[config.mk]
export PLATFORM = sky130hd
export DESIGN_NAME = int2flt
export DESIGN_NICKNAME = d
export VERILOG_FILES = /design/src/rtl/int2flt.sv
export SDC_FILE = /design/constraint.sdc
export NUM_CORES = 1
export LEC_CHECK = 0
export ABC_AREA = 1
export CAP_MARGIN = 25
export CORE_ASPECT_RATIO = 1.4
export CORE_UTILIZATION = 30
export DETAILED_ROUTE_END_ITERATION = 7
export GPL_TIMING_DRIVEN = 0
export PLACE_DENSITY = 0.45
export SETUP_SLACK_MARGIN = 0.4
export SLEW_MARGIN = 20
export SYNTH_ARGS = -nofsm -noshare
export SYNTH_HDL_FRONTEND = slang
export SYNTH_SLANG_ARGS = --single-unit
[constraint.sdc]
create_clock -name clk -period 4.1 [get_ports clk]
set_input_delay 0.41 -clock clk [delete_from_list [all_inputs] [get_ports clk]]
set_output_delay 0.41 -clock clk [all_outputs]
set_load 0.03 [all_outputs]
[src/rtl/int2flt.sv]
// Converts a 16-bit two's-complement integer read from data memory into an
// IEEE-754 half-precision value and writes it back, one FSM step per cycle.
module int2flt #(
  parameter logic [7:0] IN_ADDR  = 8'd0,
  parameter logic [7:0] OUT_ADDR = 8'd2
) (
  input  logic       clk,
  input  logic       reset,
  input  logic       req,
  output logic       ack,
  output logic       busy,
  output logic [7:0] dm_addr,
  output logic       dm_wr_en,
  output logic [7:0] dm_wdata,
  input  logic [7:0] dm_rdata
);

  typedef enum logic [3:0] {
    IDLE,
    LD_HI,
    LD_LO,
    ABS,
    NORM,
    RND,
    WR_HI,
    WR_LO,
    ACK
  } state_t;

  state_t      state, state_nxt;
  logic        req_q;
  logic [7:0]  hi, lo;
  logic        sign;
  logic [15:0] mag;
  logic [4:0]  exp;
  logic [15:0] result;

  logic        start;
  logic [15:0] in_val;
  logic [15:0] abs_val;
  logic [9:0]  frac_raw;
  logic        round_up;
  logic [10:0] frac_sum;
  logic [4:0]  exp_rnd;

  assign start   = req_q & ~req;
  assign in_val  = {hi, lo};
  // Negating 0x8000 wraps to 0x8000, which is exactly the magnitude wanted.
  assign abs_val = in_val[15] ? (~in_val + 16'd1) : in_val;

  // Round to nearest even on the normalised magnitude; the hidden one is mag[15].
  assign frac_raw = mag[14:5];
  assign round_up = mag[4] & ((|mag[3:0]) | mag[5]);
  assign frac_sum = {1'b0, frac_raw} + {10'd0, round_up};
  assign exp_rnd  = exp + {4'd0, frac_sum[10]};

  // Next-state logic.
  always_comb begin
    // NOTE: every always_comb output gets a default first so no path leaves it unassigned and a latch is inferred.
    state_nxt = state;
    unique case (state)
      IDLE:  if (start) state_nxt = LD_HI;
      LD_HI: state_nxt = LD_LO;
      LD_LO: state_nxt = ABS;
      ABS:   state_nxt = (abs_val == 16'd0) ? WR_HI : NORM;
      NORM:  if (mag[15]) state_nxt = RND;
      RND:   state_nxt = WR_HI;
      WR_HI: state_nxt = WR_LO;
      WR_LO: state_nxt = ACK;
      ACK:   state_nxt = IDLE;
      default: state_nxt = IDLE;
    endcase
  end

  // Outputs are decoded from the state so reset forces them immediately.
  always_comb begin
    ack      = 1'b0;
    busy     = (state != IDLE);
    dm_addr  = IN_ADDR;
    dm_wr_en = 1'b0;
    dm_wdata = 8'd0;
    unique case (state)
      LD_LO: dm_addr = IN_ADDR + 8'd1;
      WR_HI: begin
        dm_addr  = OUT_ADDR;
        dm_wr_en = 1'b1;
        dm_wdata = result[15:8];
      end
      WR_LO: begin
        dm_addr  = OUT_ADDR + 8'd1;
        dm_wr_en = 1'b1;
        dm_wdata = result[7:0];
      end
      ACK:     ack = 1'b1;
      default: ;
    endcase
  end

  always_ff @(posedge clk or negedge reset) begin
    // NOTE: sequential state uses non-blocking assignments so every register samples pre-edge values.
    if (!reset) begin
      state <= IDLE;
      req_q <= 1'b0;
    end else begin
      state <= state_nxt;
      req_q <= req;
    end
  end

  always_ff @(posedge clk or negedge reset) begin
    if (!reset) begin
      hi     <= 8'd0;
      lo     <= 8'd0;
      sign   <= 1'b0;
      mag    <= 16'd0;
      exp    <= 5'd0;
      result <= 16'd0;
    end else begin
      unique case (state)
        LD_HI: hi <= dm_rdata;
        LD_LO: lo <= dm_rdata;
        ABS: begin
          sign <= in_val[15];
          mag  <= abs_val;
          exp  <= 5'd30;
          if (abs_val == 16'd0) result <= 16'd0;
        end
        NORM: begin
          if (!mag[15]) begin
            mag <= {mag[14:0], 1'b0};
            exp <= exp - 5'd1;
          end
        end
        // A fraction carry-out leaves frac_sum[9:0] at zero and bumps the exponent.
        RND:     result <= {sign, exp_rnd, frac_sum[9:0]};
        default: ;
      endcase
    end
  end

endmodule
==> results of run 1 <==
-- routing by layer --
metal  vias to the layer above  GRT usage, %  share of wire (%)
li1                       1512             -                  -
met1                      1348          18.8                 42
met2                        40          30.7                 53
met3                        12          3.20                2.5
met4                         0          7.78                2.1
met5                         -             0                  0
-- power by group through the flow --
stage	clock, uW	sequential [uW]	combinational, uW
detailed placement	0	1070	1470
CTS	717	1060	1480
global placement	0	1070	1460
finish	694	1060	1460
global route	743	1100	1670
floorplan	0	1000	1080
-- registers in the layout (all words and copies together) (netlist names) --
name / flops
state: 4
req_q: 1
mag: 16
exp: 5
sign: 1
lo: 8
hi: 8
result: 16
-- Yosys cell counts, drive strengths merged (2+ instances only) --
cell type,instances,area [sq um]
o211ai,2,15.0
o21ai,31,155
o221ai,11,96.3
nor3,7,35.0
a21oi,5,25.0
buf,11,78.8
nand2,129,492
o22ai,2,12.5
clkbuf,8,30.0
ha,5,62.6
nor2,38,168
a32o,8,80.1
nand4,3,18.8
inv,66,248
xor2,2,17.5
nand3,48,240
dfrtp,59,1480
-- how the worst max path moves through the flow --
stage	from	end	slack (ps)
floorplan	mag[4]	result[14]	2060
global placement	reset	hi[4]	530
detailed placement	state[0]	dm_addr[0]	1130
CTS	state[0]	dm_addr[0]	760
global route	state[1]	dm_addr[0]	630
finish	state[1]	dm_addr[0]	830
-- cell type report --
cell class              count  area, sq um
repair buffers             25          258
fillers                  1133         6490
plain buffers              19          109
multi-input cells         303         1490
inverters                  66          248
clock buffers              14          264
clock inverters             2         10.0
flip-flops and latches     59         1480
well taps                 138          173
-- worst max-delay path, stage by stage, from the launching register on --
cell and delay [ps]:
dfrtp_1 400, inv_1 70, nor2_1 510, nand2_1 400, clkbuf_1 310, o21ai_0 140, clkdlybuf4s50_1 700
-- stage by stage --
| step | utilization (%) | worst slack, ps | hold slack [ps] |
|---|---|---|---|
| 6_report | 38.3 | 830 | 480 |
| 5_1_grt | 38.3 | 625 | 516 |
| 4_1_cts | 38.3 | 761 | 474 |
| 3_5_place_dp | 35.6 | 1130 | 311 |
| 3_3_place_gp | 35.4 | 530 | 461 |
| 2_1_floorplan | - | 2060 | 114 |
-- cell families (layout without fill, tap and decap cells) --
| group | after synthesis | count (layout) |
|---|---|---|
| xor gates and xnor gates | 2 | 2 |
| adders and majority gates | 5 | 5 |
| other | 1 | 6 |
| AOI/OAI and AO/OA | 63 | 63 |
| DFF | 59 | 59 |
| buffers and inverters | 85 | 126 |
| and+or+nand+nor | 227 | 227 |
==> run metrics, run 1 <==
fmax 306 MHz; XOR/XNOR Fraction of Synth Area 0.531%; status finished clean; main combinational cell family by area after synthesis simple AND/OR/NAND/NOR gates; Leakage 0.00198 uW; RSZ-0062 raised after global routing no; worst hold path class reg2reg; dpl cell area 3740 sq um; Layout area overhead 21.9%; Placed Cells 609; maximum capacitance violations 0; NetSw 1420 uW; Cell Rows 44; CP Class reg2out; post-synthesis adder-cell area fraction 1.90%; Max VDD drop 0.000275 V; post-synthesis mux area share 0%; clk sinks 59; most common cell after layout, fill and taps aside nand2_1; Final period util 79.8%; register bit count reported by yosys 59; Routed WL 8620 um; CTS tree done; ANT cells 0; sequential element share of the synthesized area 44.7%; crit path launch type flip-flop; post-CTS setup buffers 0; gp weighted congestion 0.750; Finished Layout Cells 626; initial antenna violation count 0; Ys Warns 0; CTS root buffer clkbuf_16; syn_area_per_cell 7.47 sq um; die width 90.7 um; EDFF count, synth 0; Post-Synthesis Cells 442; Die H 126 um; pwr dens 798 nW/um^2; Hold EP sign; CTS Buffer Depth 2; most frequent cells in the layout 126 x nand2_1, 63 x inv_1, 59 x dfrtp_1; post-route ant nets 0; Detailed Routing Iterations Pass 1 6; first-pass GRT wire length 14800 um; Pwr Total 3210 uW; Worst-path clk slew 50 ps; Worst Path Arrival 2860 ps; Slew headroom 56.2%; worst clock skew 6.50 ps; Wirelength per Cell 13.8 um; Finished Cell Area 4020 sq um; CP required 3690 ps; R2R Setup Slk 1670 ps; DRT iter0 DRCs 115; final hold viol count 0; clock latency on the worst-skew pair 330 ps; gr usage total 16.9%; cts repair resizes 0; RR Startpoint mag[4]; FF-to-FF End result[14]; fin nets 499; area fraction in compound gates after synthesis 12.6%; Via density 4.65; Starting Density 31.4%; accumulated negative setup slack 0 ps; Main synth FF type dfrtp_1; cts bufs inserted 9; Final HPWL DP 6730 um; Final Max Slew Viols 0; Hold Path Origin sign; total I/O pin count 30; Synth Area in Simple Gates 29.3%; CTS Hold Bufs 1; final setup vio count 0; library cells used by synthesis 30; die area 11400 sq um; Mapped Area 3300 sq um; Sequential Power Share 33.0%; Async S/R FF share, synth 100%; R2R depth 18; via count 2912; Buffers on Ports 23; share of layout cells above drive strength 1 7.38%; crit-path max FO 10; Cell Int Power 1790 uW; combinational share of power 45.4%; Hold Path Depth 2; CTS H-Tree Depth 3; largest net degree at the start of global routing 41; core area 10500 sq um; min Tclk post-route 3270 ps; actual slew at the worst max-slew pin 655 ps; GRT overflow 0; # DRC 0; Sw Ratio 44.1%; Clock Power Share 21.6%; vias in the first global route 2935; Setup crit end kind output pin
(Power assumes the default switching activity.)
==> run 2, diff against run 1 <==
Settings changed: PLACE_DENSITY 0.45 to 0.47.
Clock period 4.1 ns to 2.8 ns, I/O delays scaled along.
==> run 2 against run 1 <==
Non-clock buffer count rose by 3. Routed wire length grew 1.2%. Cell count up 0.32%. Setup slack got worse by 300 ps. Largest power group unchanged. Design area rose by 3.0%. Critical endpoint is now result[14]. Critical path type is now reg2reg. Power is 49% higher. Global-route usage about the same. First-iteration DRC count fell by 22%.
==> run metrics, run 2 (synthesis gave the netlist of run 1 again) <==
status finished clean; CTS tree done; Pwr Total 4790 uW; Worst Path Arrival 2500 ps; Setup crit end kind flip-flop; Clock Power Share 21.7%; pwr dens 1160 nW/um^2; Sw Ratio 44.6%; Fin Hold WS 376 ps; Cell Rows 44; Leakage 0.00205 uW; clock latency on the worst-skew pair 330 ps; Sequential Power Share 32.8%; post-route ant nets 0; # DRC 0; crit-path max FO 3; worst hold path class in2async; Worst-path clk slew 50 ps; Via density 4.71; min Tclk post-route 2270 ps; gp weighted congestion 0.785; share of layout cells above drive strength 1 12.4%; DRT iter0 DRCs 90; die width 90.7 um; CTS Buffer Depth 2; cts bufs inserted 9; Buffers on Ports 23; Die H 126 um; core area 10500 sq um; fin util 39.4%; Regs by FF count mag (16), result (16); clk sinks 59; Routed WL 8720 um; Max VDD drop 0.000499 V; CP startpoint mag[4]; via count 2958; RSZ-0062 raised after global routing yes; Layout area overhead 25.5%; worst clock skew 8.42 ps; die area 11400 sq um; Final HPWL DP 6640 um; Cell Int Power 2660 uW; CTS root buffer clkbuf_16; final setup vio count 0; RR Startpoint mag[4]; Detailed Routing Iterations Pass 1 5; total I/O pin count 30; largest net degree at the start of global routing 41; most frequent cells in the layout 123 x nand2_1, 60 x inv_1, 59 x dfrtp_1; final hold viol count 0; CP Class reg2reg; combinational share of power 45.5%; maximum capacitance violations 0; CTS H-Tree Depth 3; Starting Density 31.4%; vias in the first global route 2929; first-pass GRT wire length 14800 um; CP required 3020 ps; Final Max Slew Viols 0; gr usage total 16.9%; crit path launch type flip-flop; Wirelength per Cell 13.9 um; GRT overflow 0; fmax 440 MHz; ANT cells 0; initial antenna violation count 0; most common cell after layout, fill and taps aside nand2_1; NetSw 2130 uW; Final period util 81.2%; fin nets 502
-- run 2: worst paths after layout --
path | endpoint | slack, ps | cells past startpoint
worst max-delay path | result[14] | 530 | 18
worst min-delay path | state[0] | 380 | 2
worst max register to register | result[14] | 530 | 18
max in group asynchronous | mag[7] | 1910 | 3
min in group clk | req_q | 430 | 1
worst min register to register | sign | 480 | 2
-- run 2: metrics by stage --
step / instances / area, sq um / worst slack, ps / setup TNS (ps)
after global routing: 628 / 4140 / 292 / 0
final: 628 / 4140 / 528 / 0
after detailed placement: 609 / 3740 / -29.9 / -29.9
after CTS: 625 / 4040 / 323 / 0
after floorplan: 447 / 3320 / 756 / 0
after global placement: 608 / 3720 / -600 / -35250
-- run 2: cell type report --
| class | count | area [sq um] |
|---|---|---|
| multi-input cells | 303 | 1590 |
| clock buffers | 13 | 270 |
| repair buffers | 28 | 265 |
| clock inverters | 2 | 10.0 |
| well taps | 138 | 173 |
| inverters | 66 | 248 |
| fillers | 1127 | 6370 |
| plain buffers | 19 | 113 |
| flip-flops and latches | 59 | 1480 |
-- run 2: critical path, cell delays in order (launching register included) --
cell and delay [ps]:
dfrtp_1 360, nand2_2 80, inv_2 70, ha_4 140
nand2_4 50, nor2_4 100, inv_2 50, nor2_2 120
inv_2 70, nor3_4 190, nand3_2 110, nor2_2 120
ha_2 210, ha_4 150, nand3_4 70, nor2_2 110
nor2_1 40, nand2_1 80, nand2_1 40
-- run 2: layer usage --
layer | wire (um) | track usage (%) | part of all wire (%)
met1 | 3680 | 19.2 | 42
met3 | 256 | 3.74 | 2.9
met2 | 4590 | 29.8 | 53
met5 | 0 | 0 | 0
met4 | 189 | 7.78 | 2.2
-- run 2: power groups by stage --
stage	clock, uW	sequential (uW)	combinational, uW
2_1_floorplan	0	1460	1590
3_3_place_gp	0	1560	2130
3_5_place_dp	0	1570	2150
4_1_cts	1070	1560	2150
5_1_grt	1110	1630	2510
6_report	1040	1570	2180
-- run 2: timing repair --
action | 4_1_cts | 5_1_grt
buffers inserted | 0 | 3
endpoints found under the hold margin | 19 | 0
pin swaps | 0 | 11
setup endpoints to repair | 10 | 12
gates resized for setup | 15 | 28
hold buffers | 1 | 0
==> run 3, diff against run 2 <==
Clock period 2.8 ns to 2 ns, I/O delays scaled along.
==> run 3 against run 2 <==
The run now ends with negative setup slack left. Combinational power grew 120%. Global-route usage up 0.98 points. Critical endpoint unchanged. Sequential power rose by 43%. Maximum frequency increased by 3.5%. Worst hold slack lost 140 ps. Largest cell class unchanged.
==> run metrics, run 3 (synthesis gave the netlist of run 1 again) <==
fin util 48.5%; dpl cell area 3800 sq um; worst clock skew 6.55 ps; crit-path max FO 3; crit-path most repeated cell nor2_1; Max VDD drop 0.000651 V; gp weighted congestion 0.788; R2R depth 18; Worst-path clk slew 50 ps; Starting Density 31.4%; status finished with violations; Regs by FF count mag (16), result (16); initial antenna violation count 0; worst hold path class in2async; Layout area overhead 54.5%; Buffers on Ports 23; cts bufs inserted 9; Routed WL 9990 um; Cell Rows 44; GRT overflow 0; CTS tree done; CTS root buffer clkbuf_16; area of the multi-input gates 1920 sq um; CTS Buffer Depth 2; Finished Cell Area 5100 sq um; largest net degree at the start of global routing 54; Die H 126 um; Final period util 110%; Final Max Slew Viols 0; die width 90.7 um; CTS H-Tree Depth 3; max incr delay on CP 360 ps; gr usage total 17.9%; Worst Path Arrival 2410 ps; FF-to-FF End result[14]; fin nets 556; Setup crit end kind flip-flop; # DRC 0; share of layout cells above drive strength 1 38.3%; R2R Setup Slk -190 ps; pwr dens 1690 nW/um^2; Wirelength per Cell 14.6 um; final setup vio count 5; crit path launch type flip-flop; most common cell after layout, fill and taps aside nand2_1; total I/O pin count 30; die area 11400 sq um; accumulated negative setup slack -466 ps; CP required 2220 ps; RR Startpoint mag[5]; CP delay by family, top simple AND/OR/NAND/NOR gates; final setup margin -195 ps; maximum capacitance violations 0; via count 3213; ANT cells 0; fmax 456 MHz; Buf/Inv on CP 3; crit path cell chain nand2_2, inv_2, ha_4, nand2_2, nor2_1, inv_1, nor2_1, inv_1, nor3_2, nand3_1, nor2_1, ha_2, ha_4, nand3_2, nor2_2, nor2_1, nand2_1, nand2_1; vias in the first global route 3184; most frequent cells in the layout 104 x nand2_1, 54 x dfrtp_1, 53 x inv_1; clk sinks 59; Fin Hold WS 231 ps; FF+latch area 1480 sq um; RSZ-0062 raised after global routing yes; Via density 4.70; post-route ant nets 0; Final HPWL DP 6620 um; final hold viol count 0; Leakage 0.00248 uW; failing checks negative setup slack; CP Class reg2reg; core area 10500 sq um; DRT iter0 DRCs 108; Filler Cell Count 1043; clock latency on the worst-skew pair 330 ps; Critical-path top delay cell dfrtp_1; first-pass GRT wire length 15800 um; Detailed Routing Iterations Pass 1 5; min Tclk post-route 2190 ps
run 3: worst register-to-register path, stage by stage (launching register included):
cell and delay (ps):
dfrtp_1 360, nand2_2 90, inv_2 80, ha_4 130, nand2_2 50, nor2_1 90, inv_1 60, nor2_1 80
inv_1 70, nor3_2 140, nand3_1 120, nor2_1 130, ha_2 220, ha_4 150, nand3_2 90, nor2_2 90
nor2_1 40, nand2_1 70, nand2_1 50
run 3: worst max path at each step:
| stage | start | end | slack [ps] | depth (start not counted) |
|---|---|---|---|---|
| 4_1_cts | mag[5] | result[14] | -240 | 18 |
| 3_5_place_dp | state[0] | dm_addr[0] | -710 | 5 |
| 6_report | mag[5] | result[14] | -190 | 18 |
| 5_1_grt | mag[4] | result[14] | -470 | 18 |
| 2_1_floorplan | mag[4] | result[14] | 20 | 18 |
| 3_3_place_gp | reset | hi[4] | -1310 | 1 |
run 3: through the flow:
| step | std cells | power (uW) | setup WS (ps) |
|---|---|---|---|
| floorplan | 447 | 4370 | 18.4 |
| global placement | 608 | 5270 | -1310 |
| detailed placement | 609 | 5320 | -708 |
| CTS | 650 | 7400 | -235 |
| global route | 683 | 9270 | -467 |
| finish | 683 | 8600 | -195 |
run 3: repair_timing:
| item | in CTS | in global routing |
|---|---|---|
| gates resized for setup | 137 | 114 |
| gates cloned | 1 | 2 |
| hold buffers | 1 | 0 |
| setup buffers | 23 | 31 |
| pin swaps | 18 | 26 |
| endpoints found under the hold margin | 59 | 0 |
| endpoints found under the setup margin | 67 | 61 |
run 3: routing by layer:
metal	GRT usage, %	wire [um]	vias to the layer above
li1	-	-	1639
met1	20.0	3930	1496
met2	32.8	5500	57
met3	3.14	239	21
met4	7.69	318	0
met5	0	0	-
run 3: power by group:
group          switching, uW  internal [uW]
Combinational           2710           2140
Sequential               501           1750
Clock                    526            972
Total                   3740           4860
run 3: layout make-up:
cell class | instances | area share [%]
clock inverters | 1 | 0.0982
repair buffers | 81 | 15.9
multi-input cells | 304 | 37.7
flip-flops and latches | 59 | 29.1
plain buffers | 19 | 2.92
well taps | 138 | 3.39
inverters | 66 | 5.28
clock buffers | 15 | 5.64
